$ cat src/rtl/mem_pkg.sv
// ---------------------------------------------------------------------------
// mem_pkg
// Shared definitions for the MEM-stage data-bus master and the lane aligner:
//   - AHB-Lite HTRANS and HSIZE codes
//   - bus master FSM state encoding
//   - decoded load/store kind (direction, size, zero-extension)
//   - helpers that decode the pipeline's one-hot kind flags and check alignment
// ---------------------------------------------------------------------------
package mem_pkg;

    typedef enum logic [1:0] {
        HTRANS_IDLE   = 2'b00,
        HTRANS_NONSEQ = 2'b10
    } htrans_e;

    typedef enum logic [2:0] {
        HSIZE_BYTE = 3'b000,
        HSIZE_HALF = 3'b001,
        HSIZE_WORD = 3'b010
    } hsize_e;

    typedef enum logic [2:0] {
        ST_IDLE,
        ST_ADDR,
        ST_DATA,
        ST_RESP,
        ST_ERR
    } state_e;

    // Decoded request kind. zext only has meaning for loads.
    typedef struct packed {
        logic   valid;
        logic   write;
        logic   zext;
        hsize_e size;
    } kind_t;

    // Collapse the one-hot flags into one kind. If several flags are set the
    // widest access wins, a store beats a load of the same width, and the
    // signed load form beats the unsigned one.
    function automatic kind_t decode_kind(
        input logic ld_byte, input logic ld_hw, input logic ld_word,
        input logic ld_bu,   input logic ld_hu,
        input logic st_byte, input logic st_hw, input logic st_word
    );
        kind_t k;
        k = '{valid: 1'b0, write: 1'b0, zext: 1'b0, size: HSIZE_WORD};
        if (st_word || ld_word) begin
            k.valid = 1'b1;
            k.write = st_word;
            k.size  = HSIZE_WORD;
        end else if (st_hw || ld_hw || ld_hu) begin
            k.valid = 1'b1;
            k.write = st_hw;
            k.zext  = !st_hw && !ld_hw;
            k.size  = HSIZE_HALF;
        end else if (st_byte || ld_byte || ld_bu) begin
            k.valid = 1'b1;
            k.write = st_byte;
            k.zext  = !st_byte && !ld_byte;
            k.size  = HSIZE_BYTE;
        end
        return k;
    endfunction

    function automatic logic is_misaligned(input hsize_e size, input logic [1:0] addr_lo);
        logic bad;
        case (size)
            HSIZE_HALF: bad = addr_lo[0];
            HSIZE_WORD: bad = (addr_lo != 2'b00);
            default:    bad = 1'b0;
        endcase
        return bad;
    endfunction

endpackage

$ cat src/rtl/mem_lane_align.sv
// ---------------------------------------------------------------------------
// mem_lane_align
// Purely combinational byte-lane steering for a 32-bit little-endian bus.
//   size        in   access size (byte / half / word)
//   zext        in   1 = zero-extend loads, 0 = sign-extend
//   addr_lo     in   address bits [1:0] selecting the lane
//   wdata       in   right-aligned store data
//   rdata       in   raw bus read data
//   wdata_lanes out  store data replicated onto every lane of its size
//   rdata_ext   out  selected load lane, extended to 32 bits
// ---------------------------------------------------------------------------
module mem_lane_align
    import mem_pkg::*;
(
    input  hsize_e      size,
    input  logic        zext,
    input  logic [1:0]  addr_lo,
    input  logic [31:0] wdata,
    input  logic [31:0] rdata,
    output logic [31:0] wdata_lanes,
    output logic [31:0] rdata_ext
);

    logic [7:0]  byte_lane;
    logic [15:0] half_lane;

    always_comb begin
        // NOTE: every output of a combinational block gets a default first so
        // no path through the case statements can leave it unassigned (latch).
        wdata_lanes = wdata;
        rdata_ext   = rdata;

        case (addr_lo)
            2'd0:    byte_lane = rdata[7:0];
            2'd1:    byte_lane = rdata[15:8];
            2'd2:    byte_lane = rdata[23:16];
            default: byte_lane = rdata[31:24];
        endcase
        half_lane = addr_lo[1] ? rdata[31:16] : rdata[15:0];

        case (size)
            HSIZE_BYTE: begin
                wdata_lanes = {4{wdata[7:0]}};
                rdata_ext   = zext ? {24'h0, byte_lane} : {{24{byte_lane[7]}}, byte_lane};
            end
            HSIZE_HALF: begin
                wdata_lanes = {2{wdata[15:0]}};
                rdata_ext   = zext ? {16'h0, half_lane} : {{16{half_lane[15]}}, half_lane};
            end
            default: begin
                wdata_lanes = wdata;
                rdata_ext   = rdata;
            end
        endcase
    end

endmodule

$ cat src/rtl/ahb_dmem_master.sv
// ---------------------------------------------------------------------------
// ahb_dmem_master
// Turns one MEM-stage load/store into a single AHB-Lite NONSEQ transfer and
// stalls the pipeline until it completes or fails.
//   clk, rst            clock, synchronous active-high reset
//   i_start             request valid from the MEM stage
//   i_addr, i_wdata     byte address, right-aligned store data
//   i_ld_* / i_st_*     one-hot load/store kind flags
//   o_stall             pipeline freeze while a request is in flight
//   o_rdata             extended load result (valid with o_done)
//   o_done, o_err       one-cycle completion / error pulses
//   HADDR..HWDATA       AHB-Lite master outputs
//   HRDATA, HREADY,
//   HRESP               AHB-Lite slave responses
// ---------------------------------------------------------------------------
module ahb_dmem_master
    import mem_pkg::*;
#(
    parameter int TIMEOUT = 16,
    parameter int CNT_W   = 5
) (
    input  logic        clk,
    input  logic        rst,
    input  logic        i_start,
    input  logic [31:0] i_addr,
    input  logic [31:0] i_wdata,
    input  logic        i_ld_byte,
    input  logic        i_ld_hw,
    input  logic        i_ld_word,
    input  logic        i_ld_bu,
    input  logic        i_ld_hu,
    input  logic        i_st_byte,
    input  logic        i_st_hw,
    input  logic        i_st_word,
    output logic        o_stall,
    output logic [31:0] o_rdata,
    output logic        o_done,
    output logic        o_err,
    output logic [31:0] HADDR,
    output logic [1:0]  HTRANS,
    output logic        HWRITE,
    output logic [2:0]  HSIZE,
    output logic [31:0] HWDATA,
    input  logic [31:0] HRDATA,
    input  logic        HREADY,
    input  logic        HRESP
);

    state_e           state;
    kind_t            req_kind;
    logic             zext_q;
    hsize_e           size_q;
    logic [31:0]      wdata_q;
    logic [CNT_W-1:0] wait_cnt;
    logic [31:0]      store_lanes;
    logic [31:0]      load_ext;

    assign req_kind = decode_kind(i_ld_byte, i_ld_hw, i_ld_word, i_ld_bu, i_ld_hu,
                                  i_st_byte, i_st_hw, i_st_word);

    // The stall must rise in the very cycle the request is presented, so it
    // cannot wait for the state register.
    assign o_stall = (state == ST_IDLE && i_start) || state == ST_ADDR || state == ST_DATA;

    // HADDR holds the latched address for the whole transfer, so its low bits
    // select the lanes.
    mem_lane_align u_lane_align (
        .size        (size_q),
        .zext        (zext_q),
        .addr_lo     (HADDR[1:0]),
        .wdata       (wdata_q),
        .rdata       (HRDATA),
        .wdata_lanes (store_lanes),
        .rdata_ext   (load_ext)
    );

    // NOTE: sequential state uses non-blocking assignments only, so every
    // right-hand side sees the pre-edge value regardless of statement order.
    always_ff @(posedge clk) begin
        if (rst) begin
            // NOTE: the request latches are reset along with the control state;
            // they are a handful of flops, not a memory array, so the cost is nil.
            state    <= ST_IDLE;
            HTRANS   <= HTRANS_IDLE;
            HADDR    <= '0;
            HWRITE   <= 1'b0;
            HSIZE    <= HSIZE_WORD;
            HWDATA   <= '0;
            o_rdata  <= '0;
            o_done   <= 1'b0;
            o_err    <= 1'b0;
            wait_cnt <= '0;
            zext_q   <= 1'b0;
            size_q   <= HSIZE_WORD;
            wdata_q  <= '0;
        end else begin
            o_done <= 1'b0;
            o_err  <= 1'b0;
            case (state)
                ST_IDLE: begin
                    if (i_start) begin
                        if (!req_kind.valid || is_misaligned(req_kind.size, i_addr[1:0])) begin
                            // Rejected before any bus activity.
                            state <= ST_ERR;
                            o_err <= 1'b1;
                        end else begin
                            state    <= ST_ADDR;
                            HTRANS   <= HTRANS_NONSEQ;
                            HADDR    <= i_addr;
                            HWRITE   <= req_kind.write;
                            HSIZE    <= req_kind.size;
                            size_q   <= req_kind.size;
                            zext_q   <= req_kind.zext;
                            wdata_q  <= i_wdata;
                            wait_cnt <= '0;
                        end
                    end
                end
                ST_ADDR: begin
                    // Address-phase outputs simply hold while HREADY is low.
                    if (HREADY) begin
                        state  <= ST_DATA;
                        HTRANS <= HTRANS_IDLE;
                        if (HWRITE) begin
                            HWDATA <= store_lanes;
                        end
                    end
                end
                ST_DATA: begin
                    if (HRESP) begin
                        // React on the first cycle of the two-cycle error response.
                        state <= ST_ERR;
                        o_err <= 1'b1;
                    end else if (HREADY) begin
                        state  <= ST_RESP;
                        o_done <= 1'b1;
                        if (!HWRITE) begin
                            o_rdata <= load_ext;
                        end
                    end else if (wait_cnt == CNT_W'(TIMEOUT - 1)) begin
                        // This is the TIMEOUT-th wait cycle.
                        state <= ST_ERR;
                        o_err <= 1'b1;
                    end else begin
                        wait_cnt <= wait_cnt + 1'b1;
                    end
                end
                ST_RESP: state <= ST_IDLE;
                ST_ERR:  state <= ST_IDLE;
                default: state <= ST_IDLE;
            endcase
        end
    end

endmodule

$ cat config.mk
export PLATFORM = sky130hd
export DESIGN_NAME = ahb_dmem_master
export DESIGN_NICKNAME = d
export VERILOG_FILES = /design/src/rtl/mem_pkg.sv /design/src/rtl/mem_lane_align.sv /design/src/rtl/ahb_dmem_master.sv
export SDC_FILE = /design/constraint.sdc
export NUM_CORES = 1
export LEC_CHECK = 0
export BUFFER_PORTS_ARGS = -buffer_cell sky130_fd_sc_hd__clkbuf_2
export CAP_MARGIN = 5
export CORE_MARGIN = 3
export CORE_UTILIZATION = 50
export DETAILED_ROUTE_END_ITERATION = 8
export GPL_ROUTABILITY_DRIVEN = 1
export GPL_TIMING_DRIVEN = 0
export PLACE_DENSITY_LB_ADDON = 0.08
export REMOVE_ABC_BUFFERS = 1
export SKIP_CTS_REPAIR_TIMING = 1
export SKIP_LAST_GASP = 1
export SLEW_MARGIN = 20
export SYNTH_ARGS = -nofsm -noshare
export SYNTH_HDL_FRONTEND = slang
export SYNTH_SLANG_ARGS = --single-unit
$ cat constraint.sdc
create_clock -name clk -period 2.4 [get_ports clk]
set_input_delay 0.12 -clock clk [delete_from_list [all_inputs] [get_ports clk]]
set_output_delay 0.12 -clock clk [all_outputs]
set_load 0.01 [all_outputs]
[Word level (Yosys, flattened, before mapping)]
Cells that the tools add are included.
Cells by class
  bitwise logic cells: 4
  equal/unequal tests: 15
  reduce and logical (&&, ||, !) cells: 29
  $add $sub $neg: 1
  mux-type cells: 39
Operators with widths (number)
  one-hot mux 32 bit (2 select lines): 2
  2-to-1 mux 32 bit: 2
  2-to-1 mux 5 bit: 5
  one-hot mux 8 bit (3 select lines): 1
  2-to-1 mux 3 bit: 7
  2-to-1 mux 16 bit: 1
  2-to-1 mux 6 bit: 2
  != test 2 bit, second input constant: 6
  2-to-1 mux 1 bit: 10
  one-hot mux 5 bit (2 select lines): 1
  equality test 3 x 1 -> 1 bit, second input constant: 3
  one-hot mux 3 bit (3 select lines): 1
  AND reduction 3 bit: 3
  logical OR 1 bit: 8
  2-to-1 mux 2 bit: 4
  AND reduction 4 bit: 2
  equality test 3 x 2 -> 1 bit, second input constant: 2
  zero test 3 bit: 2
  AND reduction 6 bit: 1
  nonzero test 2 bit: 3
  adder 5 x 1 -> 5 bit, second input constant: 1
  equality test 5 x 4 -> 1 bit, second input constant: 1
  zero test 1 bit: 5
  != test 4 x 3 -> 1 bit, second input constant: 1
  8 further kinds: 14
Word-level totals
  bits of input ports: 109
  register bits: 145
  word-level logic and storage cells: 100
  output and inout port bits: 105

[Longest topological paths before layout]
  depth in word-level cells: 14
  depth in mapped cells: 13
  mapped depth without buffers: 10

[By module]
From an unflattened synthesis, not the netlist that was laid out.
Unflattened totals
  cell total of the unflattened synthesis: 869
  area total of the unflattened synthesis: 6708.9 sq um
By module, submodules not included
  ahb_dmem_master: area each 5560.3 sq um, seq. area each 2862.7 sq um, instances 1, cells each 683
  mem_lane_align: area each 1148.6 sq um, seq. area each 0.0 sq um, instances 1, cells each 186

[Worst setup path after synthesis]
Ideal clock, no wire load.
  path kind: input to register
  start: in i_ld_hw
  end: reg wdata_q[11]
  slack: 0.393 ns
  required time: 2.268 ns
  library setup time: 0.132 ns
  arrival time: 1.875 ns
  stages on the path: 13
  buffers on the path: 3
  cells stage by stage: or3_1 > nor2b_1 > nor3_1 > inv_1 > ha_1 > o21ai_0 > a21o_1 > and4_1 > buf_2 > buf_4 > buf_2 > nand2_1 > a21oi_1
RTL lines
  from (decl): RTL line ahb_dmem_master.sv:28  | input logic i_ld_hw,
  to (signal assigned): RTL line ahb_dmem_master.sv:114  | wdata_q <= i_wdata;
  to (decl): RTL line ahb_dmem_master.sv:53  | logic [31:0] wdata_q;

==> reports/results.tsv <==
stage	metric	value	unit
yosys	ys.flop_type	dfxtp_1	
floorplanning	ioPinCount	214	
worst_setup_path	crit_path_end_kind	flop	
placed_design	placed_area	0.00726	mm^2
clocking	clockRootBuffer	clkbuf_16	
clocking	cts_tree	yes	
yosys	ys_async_sr_fraction	0	%
drt	ant_nets	0	
timing	finalWorstSetupSlack	0.125	ns
timing	period_share	94.8	%
drt	routed_wl	18700	um
timing	setup_viol	0	
global_routing	grt_pass1_wl	26400	um
drt	drt-wirelength-per-cell	15.8	um
drt	drcViolationCount	0	
timing	skew	0.00691	ns
drt	first_iter_violations	466	
timing	hold_viol	3	
floorplanning	die_area	0.0136	mm^2
finish	instances_no_fill	1183	
finish	syn2layout_area_growth	41.7	%
yosys	synth_area	0.00614	mm^2
worst_setup_path	startpoint_type	primary input	
worst_setup_path	cpMostUsedCell	buf_6	
pwr	p_per_area	731	mW/mm^2
worst_setup_path	slowest_stage	nand4_1	
placed_design	gp_congestion	0.831	
yosys	syn_area_per_cell	8.00	um^2
clocking	htree_levels	4	
global_routing	grt_start_max_net_pins	73	
finish	nets	1140	
floorplanning	initial_core_util	52.4	%
yosys	synth_seq_cells	143	
global_routing	grt_pass1_vias	5634	
worst_setup_path	arrival	2.55	ns
worst_setup_path	crit_chain	clkbuf_2, or3_1, nor2b_1, nor3_1, inv_1, ha_1, o21ai_0, a21o_1, nand4_1, buf_6, buf_6, buf_6, nand2_1, a21oi_1	
timing	worst_pin_slew	0.777	ns
timing	fin_hold_ws	-0.0163	ns
floorplanning	fp-row-count	39	
timing	timing.setup.tns	0	ns
worst_setup_path	r2r_end	wdata_q[29]$_SDFFE_PP0P_	
worst_setup_path	crit_family	simple AND/OR/NAND/NOR gates	
worst_setup_path	rr_startpoint	state[1]$_SDFFE_PP0P_	
pwr	power.total	6.35	mW
drt	vias_per_cell	5.45	
timing	period_needed	2.28	ns
yosys	synth.distinct_cells	52	
job	cap_violations	0	
worst_setup_path	crit_start	i_ld_hu	
global_routing	track_usage	24.2	%
finish	most-common-layout-cells	clkbuf_2 (210), nand2_1 (209), dfxtp_1 (140)	
global_routing	antenna_found_initial	0	
floorplanning	fp.dieH	117	um
placed_design	dp.cells	1071	
worst_setup_path	crit_fanout	14	
clocking	cts_sinks	143	
placed_design	place_ws	-0.275	ns
placed_design	port_buffers	211	
worst_setup_path	crit_cells	14	
placed_design	hpwl	11300	um
global_routing	grt-ovfl-total	0	
pwr	leakagePower	3.64	nW
clocking	cts-buffers-inserted	17	
drt	first_pass_iters	5	
worst_setup_path	path_class	primary input to flop	
worst_setup_path	reg2reg_depth	7	
worst_setup_path	endpoint	wdata_q[29]$_SDFFE_PP0P_	
timing	timing.final.max_slew_violations	0	
drt	num_vias	6449	
finish	num_antenna_cells	0	
yosys	syn_inst	767	
timing	rsz0062_at_grt	yes	
yosys	synth-edff-count	0	
clocking	path_clk_slew	0.06	ns
worst_setup_path	regToRegSetupSlack	0.24	ns
yosys	ys_seq_area_share	46.7	%
timing	fmax	440	MHz
yosys	yosys_warnings	0	
worst_setup_path	max_stage_delay	0.36	ns
min_path	hold_path_class	primary input to flop	
finish	post-route-util	74.2	%
finish	design_area	0.00869	mm^2
worst_setup_path	crit_required	2.67	ns
pwr	irDropWorstVdd	604	uV
floorplanning	die_w	117	um
finish	drive_gt1_share	26.6	%
clocking	clock_latency	0.41	ns
finish	mostFrequentLayoutCell	clkbuf_2	
worst_setup_path	cp_num_buf_inv	5	
floorplanning	core	0.0117	mm^2
outcome	failed_checks	hold timing	
outcome	outcome	finished with violations	
clocking	clock_path_buffers	2	
timing	max-slew-margin-rel	48.2	%
final cells by class:
cell class	count	area, um^2
clock buffer	22	464
clock inverter	10	160
fill	859	3020
inverter	15	58.8
multi-input combinational	551	2950
sequential	143	2870
tap	143	179
timing repair buffer	299	2010
worst register-to-register path: stages, from the launching register on:
cell and delay, ns:
dfxtp_1 0.43, nor2b_1 0.45, nand4_1 0.40, buf_6 0.29, buf_6 0.16, buf_6 0.16, nand2_1 0.07, a21oi_1 0.07
Yosys cell counts, types with 2 or more instances:
library cell / n / area share [%]
and2_1: 3 / 0.31
inv_1: 13 / 0.80
nor2b_1: 6 / 0.61
nand2b_1: 2 / 0.20
a211oi_1: 40 / 4.9
a311oi_1: 9 / 1.3
nor3_1: 13 / 1.1
mux2_2: 7 / 1.3
o21ai_0: 30 / 2.4
buf_4: 9 / 1.1
ha_1: 4 / 0.82
clkbuf_1: 25 / 1.5
nand3_1: 3 / 0.24
dfxtp_1: 143 / 47
nand2_1: 209 / 13
a2bb2oi_1: 7 / 1.0
mux2i_1: 17 / 2.8
a22oi_1: 9 / 1.1
o21a_1: 2 / 0.24
nor2_2: 2 / 0.20
nor3b_1: 3 / 0.37
or3_1: 3 / 0.31
a21o_1: 2 / 0.24
nor4_2: 2 / 0.41
nor2_1: 57 / 3.5
nor4bb_1: 2 / 0.33
o31ai_1: 2 / 0.24
or4_1: 2 / 0.24
buf_2: 24 / 2.0
a21oi_1: 95 / 7.7
worst min-delay path by stage:
stage / from / endpoint / slack [ns] / cells past startpoint
after floorplan: rst / HADDR[0]$_SDFFE_PP0P_ / 0.19 / 1
after global placement: i_addr[17] / HADDR[17]$_SDFFE_PP0P_ / 0.34 / 3
after detailed placement: i_wdata[31] / wdata_q[31]$_SDFFE_PP0P_ / 0.35 / 3
after CTS: i_wdata[31] / wdata_q[31]$_SDFFE_PP0P_ / -0.09 / 3
after global routing: HRDATA[29] / o_rdata[29]$_SDFFE_PP0P_ / 0.001 / 3
final: HRDATA[19] / o_rdata[19]$_SDFFE_PP0P_ / -0.02 / 3
flip-flops by register name, indices dropped and copies added (netlist names):
register / cells
HWRITE: 1
o_done: 1
o_err: 1
wdata_q: 32
state: 3
zext_q: 1
HTRANS: 1
HADDR: 32
HWDATA: 32
o_rdata: 32
wait_cnt: 5
size_q: 2
report_power, final:
group          internal [mW]  leakage (nW)  switching (mW)
registers               2.50          1.16           0.122
logic                  0.433          2.17           0.537
clock network           1.79         0.304           0.972
layer usage:
| metal | global-route usage (%) | wire length (um) | up-vias |
|---|---|---|---|
| met5 | 0 | 0 | - |
| met4 | 9.10 | 452 | 0 |
| met2 | 39.9 | 9260 | 286 |
| li1 | - | - | 3160 |
| met1 | 29.0 | 7580 | 2955 |
| met3 | 8.64 | 1460 | 48 |
cells by family after synthesis:
group	after synthesis	share of synthesized area (%)
other	1	0.0611
flip-flops	143	46.7
AND/OR/NAND/NOR	315	22.1
AO/OA/AOI/OAI	205	20.5
adder cells (fa/ha/maj)	4	0.816
buffers and inverters	75	5.79
multiplexers	24	4.06
Note: power is estimated with default switching activity, not from simulation.
